==> config.mk <==
export PLATFORM = sky130hd
export DESIGN_NAME = taillight_sequencer_flat
export DESIGN_NICKNAME = d
export VERILOG_FILES = /design/src/rtl/taillight_sequencer_pkg.sv /design/src/rtl/taillight_sequencer_if.sv /design/src/rtl/taillight_sequencer_step_ticker.sv /design/src/rtl/taillight_sequencer.sv /design/src/flat_wrapper.sv
export SDC_FILE = /design/constraint.sdc
export NUM_CORES = 1
export LEC_CHECK = 0
export ABC_AREA = 0
export BUFFER_PORTS_ARGS = -buffer_cell sky130_fd_sc_hd__buf_2
export CAP_MARGIN = 5
export CORE_AREA = 2 2 39 41
export CTS_CLUSTER_SIZE = 40
export DETAILED_ROUTE_END_ITERATION = 6
export DIE_AREA = 0 0 41 43
export GPL_ROUTABILITY_DRIVEN = 0
export PLACE_DENSITY = 0.62
export SLEW_MARGIN = 20
export SYNTH_ARGS = -nofsm -noshare
export SYNTH_HDL_FRONTEND = slang
export SYNTH_SLANG_ARGS = --single-unit
==> constraint.sdc <==
create_clock -name clk -period 3.6 [get_ports clk]
set_input_delay 0.72 -clock clk [delete_from_list [all_inputs] [get_ports clk]]
set_output_delay 0.72 -clock clk [all_outputs]
set_load 0.02 [all_outputs]
==> src/rtl/taillight_sequencer_pkg.sv <==
// Shared types and defaults for the taillight sequencer.
package taillight_pkg;

  typedef enum logic [1:0] {
    ST_IDLE   = 2'd0,
    ST_LEFT   = 2'd1,
    ST_RIGHT  = 2'd2,
    ST_HAZARD = 2'd3
  } state_t;

  localparam int unsigned DEF_N_LAMPS  = 3;
  localparam int unsigned DEF_STEP_DIV = 1;

  // Mode priority: hazard, then both turns together, then left, then right.
  function automatic state_t next_mode(input logic hazard,
                                       input logic turn_left,
                                       input logic turn_right);
    if (hazard || (turn_left && turn_right)) return ST_HAZARD;
    else if (turn_left)                      return ST_LEFT;
    else if (turn_right)                     return ST_RIGHT;
    else                                     return ST_IDLE;
  endfunction

endpackage

==> src/rtl/taillight_sequencer_if.sv <==
// Request inputs and lamp outputs of the taillight sequencer.
interface taillight_sequencer_if #(
  parameter int unsigned N_LAMPS = 3
);
  logic               brake;
  logic               turn_left;
  logic               turn_right;
  logic               hazard;
  logic [N_LAMPS-1:0] left_lamps;
  logic [N_LAMPS-1:0] right_lamps;
  logic               seq_active;

  modport master (
    output brake, turn_left, turn_right, hazard,
    input  left_lamps, right_lamps, seq_active
  );

  modport slave (
    input  brake, turn_left, turn_right, hazard,
    output left_lamps, right_lamps, seq_active
  );
endinterface

==> src/rtl/taillight_sequencer_step_ticker.sv <==
// Step prescaler: pulses o_tick for one cycle every STEP_DIV cycles.
module step_ticker #(
  parameter int unsigned STEP_DIV = 1
) (
  input  logic clk,
  input  logic rst,
  input  logic i_clear,
  output logic o_tick
);
  localparam int unsigned CW = (STEP_DIV > 1) ? $clog2(STEP_DIV) : 1;
  localparam logic [CW-1:0] LAST = CW'(STEP_DIV - 1);

  logic [CW-1:0] r_cnt;

  // Count 0..STEP_DIV-1, restarting on clear or at the last count.
  always_ff @(posedge clk or posedge rst) begin
    if (rst)                          r_cnt <= '0;
    else if (i_clear || r_cnt == LAST) r_cnt <= '0;
    else                              r_cnt <= r_cnt + CW'(1);
  end

  assign o_tick = (r_cnt == LAST) && !i_clear;
endmodule

==> src/rtl/taillight_sequencer.sv <==
// Taillight sequencer: thermometer turn/hazard sequencing with brake fill.
module taillight_sequencer
  import taillight_pkg::*;
#(
  parameter int unsigned N_LAMPS  = DEF_N_LAMPS,
  parameter int unsigned STEP_DIV = DEF_STEP_DIV
) (
  input logic clk,
  input logic rst,
  taillight_sequencer_if.slave bus
);
  localparam int unsigned SW = $clog2(N_LAMPS + 1);
  localparam logic [SW-1:0] STEP_LAST = SW'(N_LAMPS);

  state_t             r_state;
  state_t             w_next;
  logic [SW-1:0]      r_step;
  logic [SW-1:0]      w_step_nxt;
  logic               w_clear;
  logic               w_tick;
  logic [N_LAMPS-1:0] w_pattern;
  logic [N_LAMPS-1:0] w_brake_fill;
  logic [N_LAMPS-1:0] w_left;
  logic [N_LAMPS-1:0] w_right;
  logic               w_active;
  logic [N_LAMPS-1:0] r_left;
  logic [N_LAMPS-1:0] r_right;
  logic               r_active;

  step_ticker #(.STEP_DIV(STEP_DIV)) u_ticker (
    .clk     (clk),
    .rst     (rst),
    .i_clear (w_clear),
    .o_tick  (w_tick)
  );

  // State register.
  always_ff @(posedge clk or posedge rst) begin
    if (rst) r_state <= ST_IDLE;
    else     r_state <= w_next;
  end

  // Next-state selection, evaluated every edge; any mode change restarts the sequence.
  always_comb begin
    w_next  = next_mode(bus.hazard, bus.turn_left, bus.turn_right);
    w_clear = (w_next != r_state) || (w_next == ST_IDLE);
  end

  // Next step: cleared on entry, advanced on tick, wrapping after the dark step.
  always_comb begin
    w_step_nxt = r_step;
    if (w_clear)                w_step_nxt = '0;
    else if (w_tick)            w_step_nxt = (r_step == STEP_LAST) ? '0 : r_step + SW'(1);
  end

  // Step register.
  always_ff @(posedge clk or posedge rst) begin
    if (rst) r_step <= '0;
    else     r_step <= w_step_nxt;
  end

  // Outputs are computed from next state/step so the new step shows on the entry edge.
  always_comb begin
    w_pattern    = '0;
    for (int unsigned i = 0; i < N_LAMPS; i++)
      w_pattern[i] = (w_step_nxt != STEP_LAST) && (i <= 32'(w_step_nxt));
    w_brake_fill = bus.brake ? '1 : '0;
    w_left       = w_brake_fill;
    w_right      = w_brake_fill;
    w_active     = 1'b0;
    case (w_next)
      ST_LEFT:   begin w_left = w_pattern;                          w_active = 1'b1; end
      ST_RIGHT:  begin w_right = w_pattern;                         w_active = 1'b1; end
      ST_HAZARD: begin w_left = w_pattern; w_right = w_pattern;     w_active = 1'b1; end
      default:   ;
    endcase
  end

  // Registered lamp drive.
  always_ff @(posedge clk or posedge rst) begin
    if (rst) begin
      r_left   <= '0;
      r_right  <= '0;
      r_active <= 1'b0;
    end else begin
      r_left   <= w_left;
      r_right  <= w_right;
      r_active <= w_active;
    end
  end

  assign bus.left_lamps  = r_left;
  assign bus.right_lamps = r_right;
  assign bus.seq_active  = r_active;
endmodule

==> src/flat_wrapper.sv <==
// flat-port wrapper written by rule: the top's interface ports become plain ports
module taillight_sequencer_flat import taillight_pkg::*;
#(
  parameter int unsigned N_LAMPS  = DEF_N_LAMPS,
  parameter int unsigned STEP_DIV = DEF_STEP_DIV
)
  (clk, rst, bus_brake, bus_turn_left, bus_turn_right, bus_hazard, bus_left_lamps, bus_right_lamps, bus_seq_active);
  taillight_sequencer_if #(.N_LAMPS(N_LAMPS)) bus_i ();
  input logic clk;
  input logic rst;
  input wire logic [$bits(bus_i.brake)-1:0] bus_brake;
  input wire logic [$bits(bus_i.turn_left)-1:0] bus_turn_left;
  input wire logic [$bits(bus_i.turn_right)-1:0] bus_turn_right;
  input wire logic [$bits(bus_i.hazard)-1:0] bus_hazard;
  output wire logic [$bits(bus_i.left_lamps)-1:0] bus_left_lamps;
  output wire logic [$bits(bus_i.right_lamps)-1:0] bus_right_lamps;
  output wire logic [$bits(bus_i.seq_active)-1:0] bus_seq_active;
  assign bus_i.brake = bus_brake;
  assign bus_i.turn_left = bus_turn_left;
  assign bus_i.turn_right = bus_turn_right;
  assign bus_i.hazard = bus_hazard;
  assign bus_left_lamps = bus_i.left_lamps;
  assign bus_right_lamps = bus_i.right_lamps;
  assign bus_seq_active = bus_i.seq_active;
  taillight_sequencer #(.N_LAMPS(N_LAMPS), .STEP_DIV(STEP_DIV)) u_core (.clk(clk), .rst(rst), .bus(bus_i));
endmodule
Word level (Yosys, flattened, before mapping):

Index checks and enable logic that the tools add are counted.

* register bits after elaboration: 12
* latch bits: 0
* memory bits (writable): 0
* ROM bits: 0
* logic and storage cells: 40
* memories: 0

* add/subtract/negate cells: 2
* multiply operators: 0
* div/mod/pow operators: 0
* order comparisons: 2
* eq/ne operators: 6
* shift operators: 0
* muxes and demuxes: 11
* bitwise gates (word level): 1
* reductions and logical operators: 12

Operator list (count)
* 2-bit 2-to-1 mux: 6
* 3-bit 2-to-1 mux: 3
* 2-bit == test (second input constant): 3
* 1-bit logical AND: 4
* 2-bit OR reduction: 2
* 1-bit logical OR: 3
* 3-bit OR reduction: 1
* 2-bit by 1-bit adder with 2-bit output (second input constant): 1
* 2-bit by 1-bit == test with 1-bit output (second input constant): 1
* 1-bit by 2-bit less-or-equal comparator with 1-bit output (first input constant): 1
* 2-bit less-or-equal comparator (first input constant): 1
* 2-bit logical NOT: 1
* 1-bit 2-to-1 mux: 2
* 2-bit inequality test: 1
* 2-bit inequality test (second input constant): 1
* 1-bit adder (second input constant): 1
* 1-bit logical NOT: 1
* 1-bit NOT: 1

Depth between registers and ports, before layout:

* word-level depth: 12
* depth in mapped cells: 7
* depth with buffers taken out: 7

Hierarchy:

A second synthesis with hierarchy kept.

* cell total of the unflattened synthesis: 47
* area, all modules: 553.0 um^2

By module, submodules not included
* taillight_sequencer: instances 1, cells each 43, area an instance 516.7 um^2
* step_ticker: instances 1, cells each 4, area an instance 36.3 um^2

Worst setup path before layout:

Ideal clock, no wire load.

* kind: input to register
* start: input port bus_turn_left
* end: register u_core.r_left[1] (netlist: u_core.bus.left_lamps[1])
* arrival: 1.667 ns
* data required time: 3.517 ns
* slack: 1.850 ns
* stages on the path: 5
* cell sequence: nor2_2 -> nand4b_2 -> a31oi_1 -> ha_1 -> o21ai_0

* word-level cells in the longest chain between the ends: 12

RTL lines
* start, declared: RTL line flat_wrapper.sv:12 `input wire logic [$bits(bus_i.turn_left)-1:0] bus_turn_left;`
* 1-bit logical AND: RTL line taillight_sequencer_pkg.sv:18 `if (hazard || (turn_left && turn_right)) return ST_HAZARD;`
* 1-bit logical OR: RTL line taillight_sequencer_pkg.sv:18
* 2-bit 2-to-1 mux *: RTL line taillight_sequencer_pkg.sv:18
* 2-bit inequality test or 2-bit logical NOT (tied branches): RTL line taillight_sequencer.sv:46 `w_clear = (w_next != r_state) || (w_next == ST_IDLE);`
* 1-bit logical OR *: RTL line taillight_sequencer.sv:46
* 1-bit logical NOT: RTL line taillight_sequencer_step_ticker.sv:22 `assign o_tick = (r_cnt == LAST) && !i_clear;`
* 1-bit logical AND: RTL line taillight_sequencer_step_ticker.sv:22
* 2-bit 2-to-1 mux: RTL line taillight_sequencer.sv:53 `else if (w_tick) w_step_nxt = (r_step == STEP_LAST) ? '0 : r_step + SW'(1);`
* 2-bit 2-to-1 mux *: RTL line taillight_sequencer.sv:52 `if (w_clear) w_step_nxt = '0;`
* named net u_core.w_step_nxt[1]: RTL line taillight_sequencer.sv:18 `logic [SW-1:0] w_step_nxt;`
* 1-bit by 2-bit less-or-equal comparator with 1-bit output or 2-bit inequality test (tied branches): RTL line taillight_sequencer.sv:66 `w_pattern[i] = (w_step_nxt != STEP_LAST) && (i <= 32'(w_step_nxt));`
* 1-bit logical AND *: RTL line taillight_sequencer.sv:66
* 3-bit 2-to-1 mux *: RTL line taillight_sequencer.sv:71 `case (w_next)`
* named net u_core.w_left[1]: RTL line taillight_sequencer.sv:23 `logic [N_LAMPS-1:0] w_left;`
* end signal, assigned: RTL line taillight_sequencer.sv:86 `r_left <= w_left;`
* end, declared: RTL line taillight_sequencer.sv:26 `logic [N_LAMPS-1:0] r_left;`

The timed path passes the listed nets; every way through them passes the cells marked *.

Worst setup path in the final report:

Ends and elaborated chain as after synthesis.

==> flow_metrics.env <==
export IMPL_outcome="complete, no violations"
export IMPL_viasPerCell=4.92
export IMPL_layout_drive_gt1_share=0.316
export IMPL_clk_pin_slew_worst_paths_ps=60
export IMPL_finalSetupViolations=0
export IMPL_diodes=0
export IMPL_dp_slack_ps=1540
export IMPL_synth_area_um2=497
export IMPL_dieArea_um2=1760
export IMPL_cts_setup_buffers=0
export IMPL_grt_pass1_wl_um=1370
export IMPL_start_kind="primary input"
export IMPL_r2r_end="u_core.bus.left_lamps[1]"
export IMPL_arrival_ps=1990
export IMPL_numClockSinks=12
export IMPL_start_util=0.359
export IMPL_leakagePower_nw=0.303
export IMPL_worstSetupPathType="in2reg"
export IMPL_cts_made_buffers=3
export IMPL_power_density_nw_per_um2=444
export IMPL_synth_cell_types=18
export IMPL_htree_num_levels=1
export IMPL_grt_pass1_vias=335
export IMPL_maxCapViolCount=0
export IMPL_wl_met2_um=427
export IMPL_yosysTopAreaCell="dfrtp_1"
export IMPL_hold_viol_final=0
export IMPL_grt_max_degree=13
export IMPL_layout_nets=68
export IMPL_clockRootBuffer="clkbuf_4"
export IMPL_grtUsageTotal=0.126
export IMPL_hp_class="in2async"
export IMPL_rrSetupSlack_ps=2020
export IMPL_slew_violations=0
export IMPL_grt_overflow=0
export IMPL_end_kind="flop"
export IMPL_dp_hpwl_um=670
export IMPL_critPathMaxFanout=6
export IMPL_setup_ws_ps=1790
export IMPL_clk_latency_ps=270
export IMPL_synthToLayoutAreaGrowth_pct=20.7
export IMPL_drc=0
export IMPL_clockBufferDepth=2
export IMPL_syn_num_nets=51
export IMPL_ys_warn_count=0
export IMPL_core_um2=1380
export IMPL_final_min_clock_period_ps=1810
export IMPL_antenna_found_initial=0
export IMPL_num_io_pins=13
export IMPL_postRouteAntennaNets=0
export IMPL_cts_tree="built"
export IMPL_drt_wl_total_um=876
export IMPL_fmax_mhz=552
export IMPL_synth_seq_cells=12
export IMPL_final_cell_mix="buf_2, dfrtp_1, nand2_1, o21ai_0"
export IMPL_rsz0062_at_grt="false"
export IMPL_worstPathRequired_ps=3780
export IMPL_drtPass1Iterations=4
export IMPL_synth_area_leaders="dfrtp_1, ha_1, o21ai_0, nand2_1, nand4b_2"
export IMPL_rows=14
export IMPL_die_width_um=41
export IMPL_vias=359
export IMPL_worst_r2r_cell_count=6
export IMPL_fin_skew_ps=1.31
export IMPL_hold_buffers=0
export IMPL_syn_area_per_cell_um2=11.8
export IMPL_portBuffers=12
export IMPL_wl_per_cell_um=12.0
export IMPL_wl_met1_um=376
export IMPL_regToRegStartpoint="u_core.r_step[0]"
export IMPL_yosysSeqAreaShare=0.605
export IMPL_die_h_um=43
export IMPL_synth_top_area_frac=0.605
export IMPL_fin_crit_sh=0.503
export IMPL_cts_resized=0
export IMPL_highest_layer="met4"
export IMPL_ir_worst_vdd_uv=198
export IMPL_dr_first_iter_drc_count=2
export IMPL_syn_inst=42
export IMPL_wl_met3_um=38
export IMPL_tns_ps=0
-- routing by layer --
metal  GRT usage  up-vias
li1            -      178
met1       0.144      164
met2       0.178       13
met3      0.0314        4
met4       0.120        0
met5           0        -
-- worst max-delay path by stage --
stage | startpoint | endpoint | cells past startpoint
4_1_cts | bus_turn_left | u_core.bus.left_lamps[1] | 6
2_1_floorplan | bus_turn_left | u_core.bus.left_lamps[1] | 5
3_5_place_dp | bus_turn_left | u_core.bus.left_lamps[1] | 6
5_1_grt | bus_turn_left | u_core.bus.left_lamps[1] | 6
6_report | bus_turn_left | u_core.bus.left_lamps[1] | 6
3_3_place_gp | bus_turn_left | u_core.bus.left_lamps[1] | 6
-- cell type report --
class	instances	area [µm²]
fillers	137	785
inverters	3	11.3
clock buffers	3	22.5
repair buffers	12	60.1
flip-flops and latches	12	300
multi-input cells	27	185
well taps	16	20.0
-- Yosys cell counts, drive strengths merged --
master	count
a21o	1
a21oi	1
a31o	1
a31oi	2
conb	1
dfrtp	12
ha	3
inv	3
mux2i	1
nand2	5
nand3	1
nand4b	2
nor2	2
nor3	1
o21ai	6
-- sequential cells by signal (all words and copies together) (netlist names) --
| name | count |
|---|---|
| u_core.bus.left_lamps | 3 |
| u_core.bus.right_lamps | 3 |
| u_core.r_state | 2 |
| u_core.r_step | 2 |
| u_core.bus.seq_active | 1 |
| u_core.u_ticker.r_cnt | 1 |
-- power breakdown --
part           internal [mW]  switching, mW
logic                 0.0142         0.0263
registers              0.144        0.00408
clock network         0.0387         0.0383
total                  0.197         0.0687
-- cells by family after synthesis --
logic type | Yosys count | share of synthesized area
mux | 1 | 0.0202
fa+ha+maj | 3 | 0.0756
buf+inv | 3 | 0.0227
other cells | 1 | 0.00755
flops | 12 | 0.605
simple gates | 11 | 0.141
compound gates | 11 | 0.128
-- worst max-delay path: stages --
cell	delay, ps
buf_2	120
nor2_2	240
nand4b_2	170
a31oi_1	260
ha_1	300
o21ai_0	180
-- through the flow --
step / area [µm²] / hold WS [ps] / utilization / std cells / power (mW)
after floorplan: 497 / 585 / - / 42 / 0.176
after global placement: 577 / 648 / 0.417 / 70 / 0.190
after detailed placement: 577 / 659 / 0.417 / 70 / 0.192
after CTS: 599 / 453 / 0.433 / 73 / 0.270
after global routing: 599 / 468 / 0.433 / 73 / 0.281
final: 599 / 444 / 0.433 / 73 / 0.266
Note: power is estimated with default switching activity, not from simulation.
